File: config.mk
export PLATFORM = sky130hd
export DESIGN_NAME = cpu_sequencer_flat
export DESIGN_NICKNAME = d
export VERILOG_FILES = /design/src/rtl/cpu_sequencer_if.sv /design/src/rtl/cpu_sequencer.sv /design/src/flat_wrapper.sv
export SDC_FILE = /design/constraint.sdc
export NUM_CORES = 1
export LEC_CHECK = 0
export CAP_MARGIN = 20
export CORE_MARGIN = 5
export CORE_UTILIZATION = 53
export CTS_CLUSTER_DIAMETER = 150
export DETAILED_ROUTE_END_ITERATION = 10
export MAX_ROUTING_LAYER = met4
export PLACE_DENSITY = 0.79
export SYNTH_ARGS = -nofsm -noshare
export SYNTH_HDL_FRONTEND = slang
export SYNTH_SLANG_ARGS = --single-unit
File: constraint.sdc
create_clock -name clock -period 1.9 [get_ports clock]
set_input_delay 0.38 -clock clock [delete_from_list [all_inputs] [get_ports clock]]
set_output_delay 0.38 -clock clock [all_outputs]
set_load 0.02 [all_outputs]
File: src/rtl/cpu_sequencer_if.sv
// rtl/cpu_sequencer_if.sv - operator/datapath signal bundle for the CPU sequencer
interface cpu_sequencer_if;
  logic       step;
  logic [3:0] sw;
  logic [1:0] op_sw;
  logic [3:0] alu_result;
  logic       alu_carry;
  logic       alu_z;
  logic [3:0] operand;
  logic       load_a;
  logic       load_b;
  logic [1:0] alu_op;
  logic       alu_enable;
  logic [3:0] result;
  logic       carry;
  logic       z;
  logic       done;
  logic       busy;
  logic [2:0] state_code;

  modport slave (
    input  step, sw, op_sw, alu_result, alu_carry, alu_z,
    output operand, load_a, load_b, alu_op, alu_enable,
           result, carry, z, done, busy, state_code
  );

  modport master (
    output step, sw, op_sw, alu_result, alu_carry, alu_z,
    input  operand, load_a, load_b, alu_op, alu_enable,
           result, carry, z, done, busy, state_code
  );
endinterface

File: src/rtl/cpu_sequencer.sv
// rtl/cpu_sequencer.sv - push-button sequencer for the 4-bit two-register CPU datapath
module cpu_sequencer #(
  parameter int DEBOUNCE_CYCLES = 250000,
  parameter int ALU_LATENCY     = 2
) (
  input logic             clock,
  input logic             reset,
  cpu_sequencer_if.slave  bus
);

  typedef enum logic [2:0] {
    S_WAIT_A  = 3'd0,
    S_WAIT_B  = 3'd1,
    S_WAIT_OP = 3'd2,
    S_EXEC    = 3'd3,
    S_LATCH   = 3'd4,
    S_SHOW    = 3'd5
  } state_t;

  localparam logic [19:0] DB_LAST = 20'(DEBOUNCE_CYCLES - 1);
  localparam logic [3:0]  LAT     = 4'(ALU_LATENCY);

  logic        r_sync1;
  logic        r_sync2;
  logic [19:0] r_db_cnt;
  logic        r_db_level;
  logic        r_db_prev;
  logic        w_step_pulse;

  state_t      r_state;
  logic [3:0]  r_alu_cnt;
  logic [3:0]  r_operand;
  logic        r_load_a;
  logic        r_load_b;
  logic [1:0]  r_alu_op;
  logic        r_alu_enable;
  logic [3:0]  r_result;
  logic        r_carry;
  logic        r_z;
  logic        r_done;
  logic        r_busy;

  // Level only flips after DEBOUNCE_CYCLES consecutive disagreeing samples.
  always_ff @(posedge clock or posedge reset) begin
    if (reset) begin
      r_sync1    <= 1'b0;
      r_sync2    <= 1'b0;
      r_db_cnt   <= '0;
      r_db_level <= 1'b0;
      r_db_prev  <= 1'b0;
    end else begin
      r_sync1   <= bus.step;
      r_sync2   <= r_sync1;
      r_db_prev <= r_db_level;
      if (r_sync2 != r_db_level) begin
        if (r_db_cnt == DB_LAST) begin
          r_db_level <= r_sync2;
          r_db_cnt   <= '0;
        end else begin
          r_db_cnt <= r_db_cnt + 20'd1;
        end
      end else begin
        r_db_cnt <= '0;
      end
    end
  end

  assign w_step_pulse = r_db_level & ~r_db_prev;

  always_ff @(posedge clock or posedge reset) begin
    if (reset) begin
      r_state      <= S_WAIT_A;
      r_alu_cnt    <= '0;
      r_operand    <= '0;
      r_load_a     <= 1'b0;
      r_load_b     <= 1'b0;
      r_alu_op     <= '0;
      r_alu_enable <= 1'b0;
      r_result     <= '0;
      r_carry      <= 1'b0;
      r_z          <= 1'b0;
      r_done       <= 1'b0;
      r_busy       <= 1'b0;
    end else begin
      r_load_a <= 1'b0;
      r_load_b <= 1'b0;
      r_done   <= 1'b0;
      case (r_state)
        S_WAIT_A: if (w_step_pulse) begin
          r_operand <= bus.sw;
          r_load_a  <= 1'b1;
          r_state   <= S_WAIT_B;
        end
        S_WAIT_B: if (w_step_pulse) begin
          r_operand <= bus.sw;
          r_load_b  <= 1'b1;
          r_state   <= S_WAIT_OP;
        end
        S_WAIT_OP: if (w_step_pulse) begin
          r_alu_op     <= bus.op_sw;
          r_alu_enable <= 1'b1;
          r_alu_cnt    <= 4'd1;
          r_busy       <= 1'b1;
          r_state      <= S_EXEC;
        end
        // Counter starts at 1 on entry, so enable spans exactly ALU_LATENCY cycles.
        S_EXEC: begin
          if (r_alu_cnt == LAT) begin
            r_alu_enable <= 1'b0;
            r_state      <= S_LATCH;
          end else begin
            r_alu_cnt <= r_alu_cnt + 4'd1;
          end
        end
        S_LATCH: begin
          r_result <= bus.alu_result;
          r_carry  <= bus.alu_carry;
          r_z      <= bus.alu_z;
          r_done   <= 1'b1;
          r_busy   <= 1'b0;
          r_state  <= S_SHOW;
        end
        S_SHOW: if (w_step_pulse) begin
          r_state <= S_WAIT_A;
        end
        default: begin
          r_alu_enable <= 1'b0;
          r_busy       <= 1'b0;
          r_state      <= S_WAIT_A;
        end
      endcase
    end
  end

  assign bus.operand    = r_operand;
  assign bus.load_a     = r_load_a;
  assign bus.load_b     = r_load_b;
  assign bus.alu_op     = r_alu_op;
  assign bus.alu_enable = r_alu_enable;
  assign bus.result     = r_result;
  assign bus.carry      = r_carry;
  assign bus.z          = r_z;
  assign bus.done       = r_done;
  assign bus.busy       = r_busy;
  assign bus.state_code = r_state;

endmodule

File: src/flat_wrapper.sv
// flat-port wrapper written by rule: the top's interface ports become plain ports
module cpu_sequencer_flat 
#(
  parameter int DEBOUNCE_CYCLES = 250000,
  parameter int ALU_LATENCY     = 2
)
  (clock, reset, bus_step, bus_sw, bus_op_sw, bus_alu_result, bus_alu_carry, bus_alu_z, bus_operand, bus_load_a, bus_load_b, bus_alu_op, bus_alu_enable, bus_result, bus_carry, bus_z, bus_done, bus_busy, bus_state_code);
  cpu_sequencer_if bus_i ();
  input logic clock;
  input logic reset;
  input wire logic [$bits(bus_i.step)-1:0] bus_step;
  input wire logic [$bits(bus_i.sw)-1:0] bus_sw;
  input wire logic [$bits(bus_i.op_sw)-1:0] bus_op_sw;
  input wire logic [$bits(bus_i.alu_result)-1:0] bus_alu_result;
  input wire logic [$bits(bus_i.alu_carry)-1:0] bus_alu_carry;
  input wire logic [$bits(bus_i.alu_z)-1:0] bus_alu_z;
  output wire logic [$bits(bus_i.operand)-1:0] bus_operand;
  output wire logic [$bits(bus_i.load_a)-1:0] bus_load_a;
  output wire logic [$bits(bus_i.load_b)-1:0] bus_load_b;
  output wire logic [$bits(bus_i.alu_op)-1:0] bus_alu_op;
  output wire logic [$bits(bus_i.alu_enable)-1:0] bus_alu_enable;
  output wire logic [$bits(bus_i.result)-1:0] bus_result;
  output wire logic [$bits(bus_i.carry)-1:0] bus_carry;
  output wire logic [$bits(bus_i.z)-1:0] bus_z;
  output wire logic [$bits(bus_i.done)-1:0] bus_done;
  output wire logic [$bits(bus_i.busy)-1:0] bus_busy;
  output wire logic [$bits(bus_i.state_code)-1:0] bus_state_code;
  assign bus_i.step = bus_step;
  assign bus_i.sw = bus_sw;
  assign bus_i.op_sw = bus_op_sw;
  assign bus_i.alu_result = bus_alu_result;
  assign bus_i.alu_carry = bus_alu_carry;
  assign bus_i.alu_z = bus_alu_z;
  assign bus_operand = bus_i.operand;
  assign bus_load_a = bus_i.load_a;
  assign bus_load_b = bus_i.load_b;
  assign bus_alu_op = bus_i.alu_op;
  assign bus_alu_enable = bus_i.alu_enable;
  assign bus_result = bus_i.result;
  assign bus_carry = bus_i.carry;
  assign bus_z = bus_i.z;
  assign bus_done = bus_i.done;
  assign bus_busy = bus_i.busy;
  assign bus_state_code = bus_i.state_code;
  cpu_sequencer #(.DEBOUNCE_CYCLES(DEBOUNCE_CYCLES), .ALU_LATENCY(ALU_LATENCY)) u_core (.clock(clock), .reset(reset), .bus(bus_i));
endmodule
==> results.md, run 1 <==
* CP cell instances: clkdlybuf4s50_1
* CP Max Fanout at 14
* Total CTS buffers at 5
* DP Worst Slack at 166 ps
* Worst EP arrival at 1450 ps
* Worst Min Path Start: u_core.r_sync1
* Clk_skew at 10.6 ps
* Worst Tran Pin Value at 403 ps
* Pwr per Cell Area at 681 mW/mm2
* Starting DRT DRC Count at 84
* Vias in the first global route at 1,562
* Slowest-stage cell, CP: clkdlybuf4s50_1
* Register area share after synthesis at 0.548
* Top_reg_cell synth: dfrtp_1
* Lkg Pwr at 1.18 nW
* Relative max-transition margin at 0.731
* DRC at 0
* Htree depth at 2
* # Post-CTS Setup Buffers at 0
* CTS sink cnt at 48
* Nets@finish at 255
* Chip Width at 74.3 um
* Minimum clock period at 1830 ps
* Mapped Area at 0.00219 mm2
* Die area at 0.00552 mm2
* RePlAce Congestion at 0.779
* Synth top area share at 0.548
* Ranking of synthesized cells by area: dfrtp_1, mux2_2, xnor2_1
* Post-DP HPWL at 2960 um
* Final setup margin at 69.2 ps
* Post-DRT Antenna Nets at 0
* Core Area at 0.00400 mm2
* Final critical-path share of the clock period at 0.964
* WP data required at 1520 ps
* Synth area leader: dfrtp_1
* Root Buffer: clkbuf_8
* Crit path depth at 1
* First-pass GRT wire length at 6760 um
* Final number of hold-violating endpoints at 0
* Via count at 1,534
* Total congestion overflow at 0
* Final wirelength at 3990 um
* 1st-pass router iterations at 4
* R2R Setup Slk at 150 ps
* Post-Syn Nets at 215
* WHS Path Cells at 0
* Port bufs at 34
* Reg-to-Reg Start: u_core.bus.state_code[2]
* CTS Hold Bufs at 0
* Share of cells above drive strength 1 at 0.151
* Initial core utilization at 0.548
* Setup tns final at 0 ps
* TritonCTS clock tree: yes
* Status: complete, no violations
* EDFF count, synth at 0
* Clock latency on the worst-skew pair at 300 ps
* Ant. Diodes at 0
* Synth warn at 0
* Initial antenna violation count at 0
* Rows at 23
* Syn Inst Count at 197
* Reg2Reg Depth at 3
* Maximum VDD drop at 458 uV
* Worst hold path type: register to register
* Count of cell types in the netlist at 38
* Worst hold endpoint: u_core.r_sync2
* Area Growth Syn to Fin at 25.4%
* Max Fclk at 546 MHz
* Largest net degree at the start of global routing at 24
* RSZ-0062 raised after global routing: no
* GRT Total Usage at 0.165
* Reg clk slew, reported paths at 90 ps
* Ys async rst share at 1.00
* Max clock buf depth at 2
* Drt via density at 5.33
* Critical Path Max Stage Delay at 650 ps
* Maxcap violations at 0
* DIE HEIGHT at 74.3 um
* # IOs at 35
* Crit Path Class: register to primary output
* Crit end category: primary output
* Synth Register Bits at 48
* Wire per inst at 13.8 um
* Max-slew violations at 0
* Critical path launch point type: register
* Final setup vio count at 0
* Post-CTS sizing at 2
* Hold Slack at 356 ps
* WP buf/inv at 1
* Reg-to-Reg End: u_core.bus.alu_op[1]
* Syn_area_per_cell at 11.1 um2
* CP delay by family, top: buffers and inverters
-- cell families after synthesis --
group           count (synthesis)  share of synthesized area
xor+xnor                       17                     0.0679
buf+inv                        16                     0.0303
flops                          48                      0.548
compound gates                 21                     0.0628
fa+ha+maj                       3                     0.0171
simple gates                   78                      0.202
mux                            14                     0.0719
-- power by group --
part | leakage [nW] | internal, mW | switching (mW)
combinational | 0.461 | 0.0406 | 0.0359
clock | 0.0614 | 0.430 | 0.331
sequential | 0.660 | 1.03 | 0.00640
total | 1.18 | 1.50 | 0.373
-- how the worst max path moves through the flow --
stage / slack (ps) / startpoint / endpoint
after CTS: 60 / u_core.bus.state_code[1] / bus_state_code[1]
after detailed placement: 170 / u_core.bus.state_code[2] / u_core.bus.alu_op[1]
after global placement: 210 / u_core.bus.state_code[2] / u_core.bus.alu_op[0]
after floorplan: 190 / u_core.bus.state_code[2] / u_core.bus.alu_op[0]
final: 70 / u_core.bus.state_code[1] / bus_state_code[1]
after global routing: 20 / u_core.bus.state_code[1] / bus_state_code[1]
-- stage by stage --
stage / power [mW] / utilization / cell area (um2) / instances
6_report: 1.87 / 0.687 / 2750 / 288
2_1_floorplan: 1.08 / - / 2190 / 197
4_1_cts: 1.90 / 0.687 / 2750 / 288
5_1_grt: 1.95 / 0.687 / 2750 / 288
3_5_place_dp: 1.13 / 0.656 / 2630 / 280
3_3_place_gp: 1.13 / 0.656 / 2630 / 280
-- routing by layer --
metal | vias to the layer above | wire (um) | GRT usage
met4 | 0 | 55 | 0.0534
met5 | - | 0 | -
met3 | 5 | 188 | 0.0446
li1 | 758 | - | -
met2 | 24 | 2040 | 0.280
met1 | 747 | 1710 | 0.190
-- layout by cell type (no fill, tap or decap), types with 5 or more instances in the layout --
cell / netlist / layout
dfrtp_1: 48 / 46
nor4_1: 6 / 6
nor2_1: 27 / 27
nand4_1: 7 / 7
clkdlybuf4s50_1: 0 / 34
xnor2_1: 13 / 13
nand3_1: 7 / 7
a21oi_1: 5 / 5
inv_1: 11 / 10
clkbuf_8: 0 / 6
mux2_2: 13 / 13
nor3_1: 7 / 7
-- cell usage after synthesis, drive strengths merged (2+ instances only) --
| cell type | count |
|---|---|
| a31oi | 3 |
| nor2 | 28 |
| and2 | 3 |
| nor4 | 7 |
| ha | 3 |
| a21o | 4 |
| clkbuf | 2 |
| nand4 | 7 |
| xor2 | 4 |
| mux2 | 14 |
| inv | 11 |
| nor3b | 2 |
| nand2 | 4 |
| dfrtp | 48 |
| o21ai | 5 |
| and3 | 2 |
| xnor2 | 13 |
| nand3b | 3 |
| a21oi | 5 |
| buf | 3 |
| nand3 | 8 |
| nor2b | 3 |
| nor3 | 7 |
-- registers in the layout, summed over array words and instances, names as in the netlist, 2 cells and up --
signal and count:
u_core.bus.operand 4, u_core.bus.alu_op 2, u_core.r_db_cnt 20, u_core.r_alu_cnt 4, u_core.bus.state_code 3, u_core.bus.result 4
-- cell type report --
cell class	count	area, um2
flip-flops and latches	48	1200
clock inverters	2	38.8
repair buffers	38	395
fillers	314	1250
well taps	50	62.6
clock buffers	6	82.6
inverters	11	41.3
multi-input cells	133	925
Note: power is estimated with default switching activity, not from simulation.
==> run 2: changes to the inputs <==
Settings changed: HOLD_SLACK_MARGIN from default to 0.05.
==> results of run 2 <==
No change in the layout: final DEF, timing and power equal those of run 1.
